File: config.mk
export PLATFORM = sky130hd
export DESIGN_NAME = lcb_rx_framer
export DESIGN_NICKNAME = d
export VERILOG_FILES = /design/src/rtl/lcb_rx_framer.sv
export SDC_FILE = /design/constraint.sdc
export NUM_CORES = 1
export LEC_CHECK = 0
export ABC_AREA = 0
export BUFFER_PORTS_ARGS = -buffer_cell sky130_fd_sc_hd__buf_2
export CAP_MARGIN = 10
export CORE_UTILIZATION = 45
export DETAILED_ROUTE_END_ITERATION = 7
export PLACE_DENSITY_LB_ADDON = 0.12
export SETUP_SLACK_MARGIN = 0.4
export SYNTH_ARGS = -nofsm -noshare
export SYNTH_HDL_FRONTEND = slang
export SYNTH_SLANG_ARGS = --single-unit
File: constraint.sdc
create_clock -name clk -period 2.1 [get_ports clk]
set_clock_uncertainty 0.1 [all_clocks]
set_input_delay 0.105 -clock clk [delete_from_list [all_inputs] [get_ports clk]]
set_output_delay 0.105 -clock clk [all_outputs]
set_load 0.02 [all_outputs]
File: src/rtl/lcb_rx_framer.sv
// lcb_rx_framer: groups LCB reply bytes from the UART receiver into frames.
// A frame ends after GAP_CYCLES of line silence. Accepted bytes are written
// to the 32x8 reply buffer. On frame close the block reports the frame length
// and an error flag to the read-side commutator.
// Optional feature: define LCB_RX_CSUM_EN to check that the final byte of a
// frame is the modulo-256 sum of the bytes before it.
`timescale 1ns/1ps
module lcb_rx_framer #(
   parameter int unsigned BYTES      = 4,
   parameter int unsigned DEPTH      = 32,
   parameter int unsigned GAP_CYCLES = 400
) (
   input  logic       clk,
   input  logic       rst,
   input  logic       iValid,
   input  logic [7:0] iData,
   output logic [7:0] oWrData,
   output logic [4:0] oWrAdr,
   output logic       oWE,
   output logic       oDone,
   output logic [5:0] oLen,
   output logic       oErr,
   output logic       oBusy
);
   localparam int unsigned CNT_W = 6;
   localparam int unsigned ADR_W = 5;
   localparam int unsigned GAP_W = $clog2(GAP_CYCLES);

   typedef enum logic [1:0] {IDLE, RECV, CLOSE} state_t;

   state_t           state;
   logic [CNT_W-1:0] count;
   logic [GAP_W-1:0] gap;
   logic             ovf;
   logic             csumErr_c;

`ifdef LCB_RX_CSUM_EN
   logic [7:0] sum;
   logic [7:0] lastByte;

   // Running sum of every accepted byte except the newest, which is held aside
   always_ff @(posedge clk or negedge rst) begin
      if (!rst) begin
         sum      <= 8'h00;
         lastByte <= 8'h00;
      end else if (iValid && (state != RECV)) begin
         sum      <= 8'h00;
         lastByte <= iData;
      end else if (iValid && (count < CNT_W'(DEPTH))) begin
         sum      <= sum + lastByte;
         lastByte <= iData;
      end
   end

   assign csumErr_c = (count < CNT_W'(2)) || (lastByte != sum);
`else
   assign csumErr_c = 1'b0;
`endif

   // Frame FSM: byte capture, silence timing, frame close reporting
   always_ff @(posedge clk or negedge rst) begin
      if (!rst) begin
         state   <= IDLE;
         count   <= '0;
         gap     <= '0;
         ovf     <= 1'b0;
         oWrData <= 8'h00;
         oWrAdr  <= '0;
         oWE     <= 1'b0;
         oDone   <= 1'b0;
         oLen    <= '0;
         oErr    <= 1'b0;
         oBusy   <= 1'b0;
      end else begin
         oWE   <= 1'b0;
         oDone <= 1'b0;
         case (state)
            IDLE, CLOSE: begin
               if (state == CLOSE) begin
                  oDone <= 1'b1;
                  oLen  <= count;
                  oErr  <= (count != CNT_W'(BYTES)) | ovf | csumErr_c;
                  ovf   <= 1'b0;
                  count <= '0;
                  gap   <= '0;
               end
               // A byte arriving on the close cycle opens the next frame directly
               if (iValid) begin
                  oWE     <= 1'b1;
                  oWrAdr  <= '0;
                  oWrData <= iData;
                  count   <= CNT_W'(1);
                  gap     <= '0;
                  oBusy   <= 1'b1;
                  state   <= RECV;
               end else begin
                  oBusy <= 1'b0;
                  state <= IDLE;
               end
            end
            RECV: begin
               if (iValid) begin
                  gap <= '0;
                  if (count < CNT_W'(DEPTH)) begin
                     oWE     <= 1'b1;
                     oWrAdr  <= count[ADR_W-1:0];
                     oWrData <= iData;
                     count   <= count + CNT_W'(1);
                  end else begin
                     ovf <= 1'b1;
                  end
               end else if (gap == GAP_W'(GAP_CYCLES - 1)) begin
                  oBusy <= 1'b0;
                  state <= CLOSE;
               end else begin
                  gap <= gap + GAP_W'(1);
               end
            end
            default: state <= IDLE;
         endcase
      end
   end
endmodule

# ---- Word level (Yosys, flattened, before mapping)
# Index checks and enable logic that the tools add are counted.
dict set report totals {
  romBits 0
  in_bits 11
  latch_bits 0
  out_inout_bits 23
  word_cells 73
  ram_bits 0
  mem_count 0
  reg_bits 41
}
dict set report op_classes {
  n_eq_ne 13
  shifts 0
  multipliers 0
  n_reduce_logical 10
  n_lt_le_gt_ge 1
  muxes 35
  div_mod_pow 0
  bitwise_logic 1
  add_sub_neg 2
}
# op count
set op_table {}
lappend op_table {{two-way mux 9 bit} 4}
lappend op_table {{two-way mux 6 bit} 4}
lappend op_table {{two-way mux 8 bit} 3}
lappend op_table {{one-hot mux 9 bit (2 select lines)} 1}
lappend op_table {{one-hot mux 8 bit (2 select lines)} 1}
lappend op_table {{two-way mux 5 bit} 3}
lappend op_table {{!= test 2 bit (second input constant)} 7}
lappend op_table {{one-hot mux 6 bit (2 select lines)} 1}
lappend op_table {{AND reduction 4 bit} 3}
lappend op_table {{two-way mux 1 bit} 11}
lappend op_table {{one-hot mux 5 bit (2 select lines)} 1}
lappend op_table {{adder 9 x 1 -> 9 bit (second input constant)} 1}
lappend op_table {{== test 9 bit (second input constant)} 1}
lappend op_table {{adder 6 x 1 -> 6 bit (second input constant)} 1}
lappend op_table {{less-than comparator 6 bit (second input constant)} 1}
lappend op_table {{!= test 3 bit (second input constant)} 2}
lappend op_table {{!= test 6 x 3 -> 1 bit (second input constant)} 1}
lappend op_table {{one-hot mux 1 bit (2 select lines)} 3}
lappend op_table {{AND reduction 3 bit} 2}
lappend op_table {{two-way mux 2 bit} 2}
lappend op_table {{one-hot mux 2 bit (2 select lines)} 1}
lappend op_table {{AND reduction 2 bit} 2}
lappend op_table {{== test 2 x 1 -> 1 bit (second input constant)} 1}
lappend op_table {{== test 2 bit (second input constant)} 1}
lappend op_table {{4 further kinds} 4}

# ---- Logic depth before layout (Yosys ltp)
dict set report depth {
  word_depth 4
  ltp_mapped 5
  ltp_nobuf 4
}

# ---- Least setup slack after synthesis
# Ideal clock, no wire load.
dict set report synth_path {
  path_type {flip-flop to flip-flop}
  startpoint {register gap[0]}
  endpoint {register gap[3]}
  path_stages_with_launch 6
  t_arrival_ns 1.504
  n_path_buf 1
  required_ns 1.878
  period_less_slack_ns 1.726
  setup_slack_ns 0.374
  path_cell_list {dfrtp_1 -> ha_1 -> and4b_1 -> buf_6 -> a211o_1 -> a32o_1}
}
dict set report synth_between {
  elab_chain_len 4
  word_cells_on_any_way 7
  classes_between {add/sub (1); eq/ne (2); mux (3); reduce/logical (1)}
}
# element line_no
set synth_rtl {}
lappend synth_rtl {{from (decl)} 33} ;# logic [GAP_W-1:0] gap;
lappend synth_rtl {{from (signal assigned)} 116} ;# gap <= gap + GAP_W'(1);
lappend synth_rtl {{adder 9 x 1 -> 9 bit} 116}
lappend synth_rtl {{two-way mux 9 bit} 112} ;# end else if (gap == GAP_W'(GAP_CYCLES - 1)) begin
lappend synth_rtl {{two-way mux 9 bit} 102} ;# if (iValid) begin
lappend synth_rtl {{one-hot mux 9 bit (2 select lines)} 77} ;# case (state)
# Several ways; a longest one is shown, not always the timed one. The select of a mux whose other input is x is not followed.
# A chain may end at the register's enable or synchronous reset.

# ---- Final worst setup path
dict set report layout_path {
  startpoint {register count[0]}
  endpoint {register count[4]}
}
dict set report layout_between {
  elab_chain_len 4
  word_cells_on_any_way 7
  classes_between {add/sub (1); order compare (1); eq/ne (1); mux (3); reduce/logical (1)}
}
# element line_no
set layout_rtl {}
lappend layout_rtl {{from (decl)} 32} ;# logic [CNT_W-1:0] count;
lappend layout_rtl {{from (signal assigned)} 108} ;# count <= count + CNT_W'(1);
lappend layout_rtl {{adder 6 x 1 -> 6 bit} 108}
lappend layout_rtl {{two-way mux 6 bit} 104} ;# if (count < CNT_W'(DEPTH)) begin
lappend layout_rtl {{two-way mux 6 bit} 102}
lappend layout_rtl {{one-hot mux 6 bit (2 select lines)} 77}
# Several ways; a longest one is shown, not always the timed one. The select of a mux whose other input is x is not followed.

==> results.sh <==
export IMPL_p_leak_nw=1.174
export IMPL_slew_viol_final=0
export IMPL_cts_tree="built"
export IMPL_grt_pass1_vias=1649
export IMPL_cts_max_level=2
export IMPL_power_share_clock=0.270
export IMPL_hold_viol=0
export IMPL_path_cells="ha_1 -> or3b_1 -> o211a_1 -> a211o_1"
export IMPL_routedWlPerCell_um=16.77
export IMPL_grt_overflow_total=0
export IMPL_yosys_top_cells_count="dfrtp_1, nand2_1, mux2_2"
export IMPL_fin_crit_sh=0.7906
export IMPL_end_kind="flop"
export IMPL_slowest_delay_ns=0.42
export IMPL_vias=1706
export IMPL_status="finished clean"
export IMPL_async_flop_share=1.000
export IMPL_crit_buf_inv=0
export IMPL_sw_frac_of_total=0.3166
export IMPL_hold_path_class="primary input to flop"
export IMPL_start_util=0.4706
export IMPL_chipHeight_um=69.71
export IMPL_cts_buffers=5
export IMPL_io_buffer_count=33
export IMPL_coreArea_mm2=0.004384
export IMPL_max_clock_path_buffers=2
export IMPL_arrival_ns=1.74
export IMPL_dieWidth_um=69.71
export IMPL_synth_seq_cells=41
export IMPL_p_switching_mw=0.7672
export IMPL_seq_power_share=0.441
export IMPL_drt_vias_per_instance=6.115
export IMPL_synth_area_leaders="dfrtp_1, mux2_2, a32o_1"
export IMPL_drive_gt1_frac=0.3304
export IMPL_powerDensity_mw_per_mm2=972.3
export IMPL_relSlewSlack=0.4026
export IMPL_ir_drop_v=0.0004494
export IMPL_clock_latency_ns=0.29
export IMPL_synth_cell_types=52
export IMPL_synth_edf_count=0
export IMPL_nFillCells=366
export IMPL_ios=34
export IMPL_tightest_slew_ns=0.8961
export IMPL_grt_usage=0.2040
export IMPL_drv_cap=0
export IMPL_worstSetupStartpointType="flop"
export IMPL_dr_pass1_iters=4
export IMPL_wl_mm=4.680
export IMPL_required_ns=2.18
export IMPL_finalCriticalPeriod_ns=1.660
export IMPL_internal_power_mw=1.656
export IMPL_cts_root_buf="clkbuf_8"
export IMPL_yosysMostFrequentCell="dfrtp_1"
export IMPL_yosys_area_top_type_share=0.4973
export IMPL_postSynthCellCount=183
export IMPL_utilization=0.5685
export IMPL_ys_warn_count=0
export IMPL_syn_area_mm2=0.002063
export IMPL_drt_initial_drc_count=117
export IMPL_crit_fanout=7
export IMPL_cpMaxStageDelayCell="dfrtp_2"
export IMPL_combPwrFrac=0.289
export IMPL_layout_nets=240
export IMPL_row_count=24
export IMPL_ant_nets=0
export IMPL_yosysSeqAreaShare=0.4973
export IMPL_remaining_drc_errors=0
export IMPL_setup_tns_ns=0
export IMPL_setup_worst_path_class="flop to flop"
export IMPL_grt_max_degree=42
export IMPL_fmax_mhz=602.3
export IMPL_grt_pass1_wl_mm=7.831
export IMPL_syn_avg_cell_area_um2=11.27
export IMPL_hpwl_mm=3.039
export IMPL_diodes=0
export IMPL_path_clk_slew_ns=0.08
export IMPL_dieArea_mm2=0.004859
export IMPL_rsz0062_at_grt="true"
export IMPL_grt_antenna_before_repair=0
export IMPL_synth_nets=197
export IMPL_gp_congestion=0.9604
export IMPL_cpLargestDelayFamily="compound AO/OA/AOI/OAI gates"
export IMPL_area_delta_synth_final_pct=20.80
export IMPL_synth_main_ff_cell="dfrtp_1"
export IMPL_setup_viol=0
export IMPL_clock_sinks=41
export IMPL_synth_largest_area_cell="dfrtp_1"
## tightest hold or removal path, stage by stage
cell and delay (ns):
buf_2 0.21, nand3_1 0.11, o41ai_1 0.06
## cell type report
| class | instances | area, um^2 | area share |
|---|---|---|---|
| sequential | 41 | 1031 | 0.4137 |
| tap | 52 | 65.06 | 0.02610 |
| clock inverter | 1 | 30.03 | 0.01205 |
| clock buffer | 7 | 86.33 | 0.03464 |
| timing repair buffer | 50 | 315.3 | 0.1265 |
| inverter | 8 | 30.03 | 0.01205 |
| multi-input combinational | 120 | 934.6 | 0.3750 |
## metrics by stage
| step | cells | hold WS [ns] | area (um^2) | setup slack [ns] | total power, mW |
|---|---|---|---|---|---|
| 2_1_floorplan | 183 | -0.2906 | 2066 | 0.4200 | 1.539 |
| 3_3_place_gp | 258 | 0.1683 | 2232 | 0.4425 | 1.735 |
| 5_1_grt | 279 | 0.1465 | 2492 | 0.3553 | 2.560 |
| 6_report | 279 | 0.1336 | 2492 | 0.4398 | 2.423 |
| 4_1_cts | 276 | 0.1113 | 2446 | 0.4016 | 2.434 |
| 3_5_place_dp | 258 | 0.1859 | 2232 | 0.3905 | 1.758 |
## repair_timing
item	CTS	global route
setup endpoints to repair	1	18
setup buffers	1	3
endpoints found under the hold margin	49	0
gates resized for setup	0	7
pin swaps	0	0
hold buffers	9	0
## sequential cells by signal, indices dropped and copies added, names as in the netlist
| register | count |
|---|---|
| oWrData | 8 |
| count | 6 |
| ovf | 1 |
| oWrAdr | 5 |
| oLen | 6 |
| oErr | 1 |
| oBusy | 1 |
| gap | 9 |
| state | 2 |
| oDone | 1 |
| oWE | 1 |
## routing by layer
layer  up-vias  track usage  wire, um
li1        778            -         -
met1       839       0.2509      1977
met2        79       0.3409      2376
met3        10      0.04797       266
met4         0      0.09111        59
met5         -            0         0
## power groups by stage
stage,clock (mW),combinational [mW],sequential (mW)
after floorplan,0,0.310,1.23
after global placement,0,0.663,1.07
after detailed placement,0,0.677,1.08
after CTS,0.677,0.693,1.06
after global routing,0.704,0.764,1.09
final,0.653,0.700,1.07
## cells in the final DEF, fill, tap and decap left out, types with 7 or more instances in the layout
master / count
nand2_1: 13
dlygate4sd3_1: 9
mux2_2: 11
buf_2: 33
o21ai_0: 7
buf_4: 8
dfrtp_1: 37
inv_1: 7
nand3_1: 9
## path summary, 6_finish.rpt
path / start / to / slack (ns) / cells past startpoint
setup / recovery: count[0] / count[4] / 0.44 / 4
hold / removal: iValid / count[5] / 0.13 / 3
setup reg to reg: count[0] / count[4] / 0.44 / 4
hold reg to reg: oErr / oErr / 0.38 / 1
max in group asynchronous: rst / state[1] / 0.91 / 2
min in group asynchronous: rst / ovf / 0.38 / 2
## cells by family (layout without fill, tap and decap cells)
logic type	count (synthesis)	after routing	share of synthesized area
muxes	13	13	0.06974
AOI/OAI and AO/OA	49	49	0.1922
adders and majority gates	3	3	0.01819
buffers and inverters	22	66	0.06004
and+or+nand+nor	55	55	0.1625
DFF	41	41	0.4973
(Power assumes the default switching activity.)
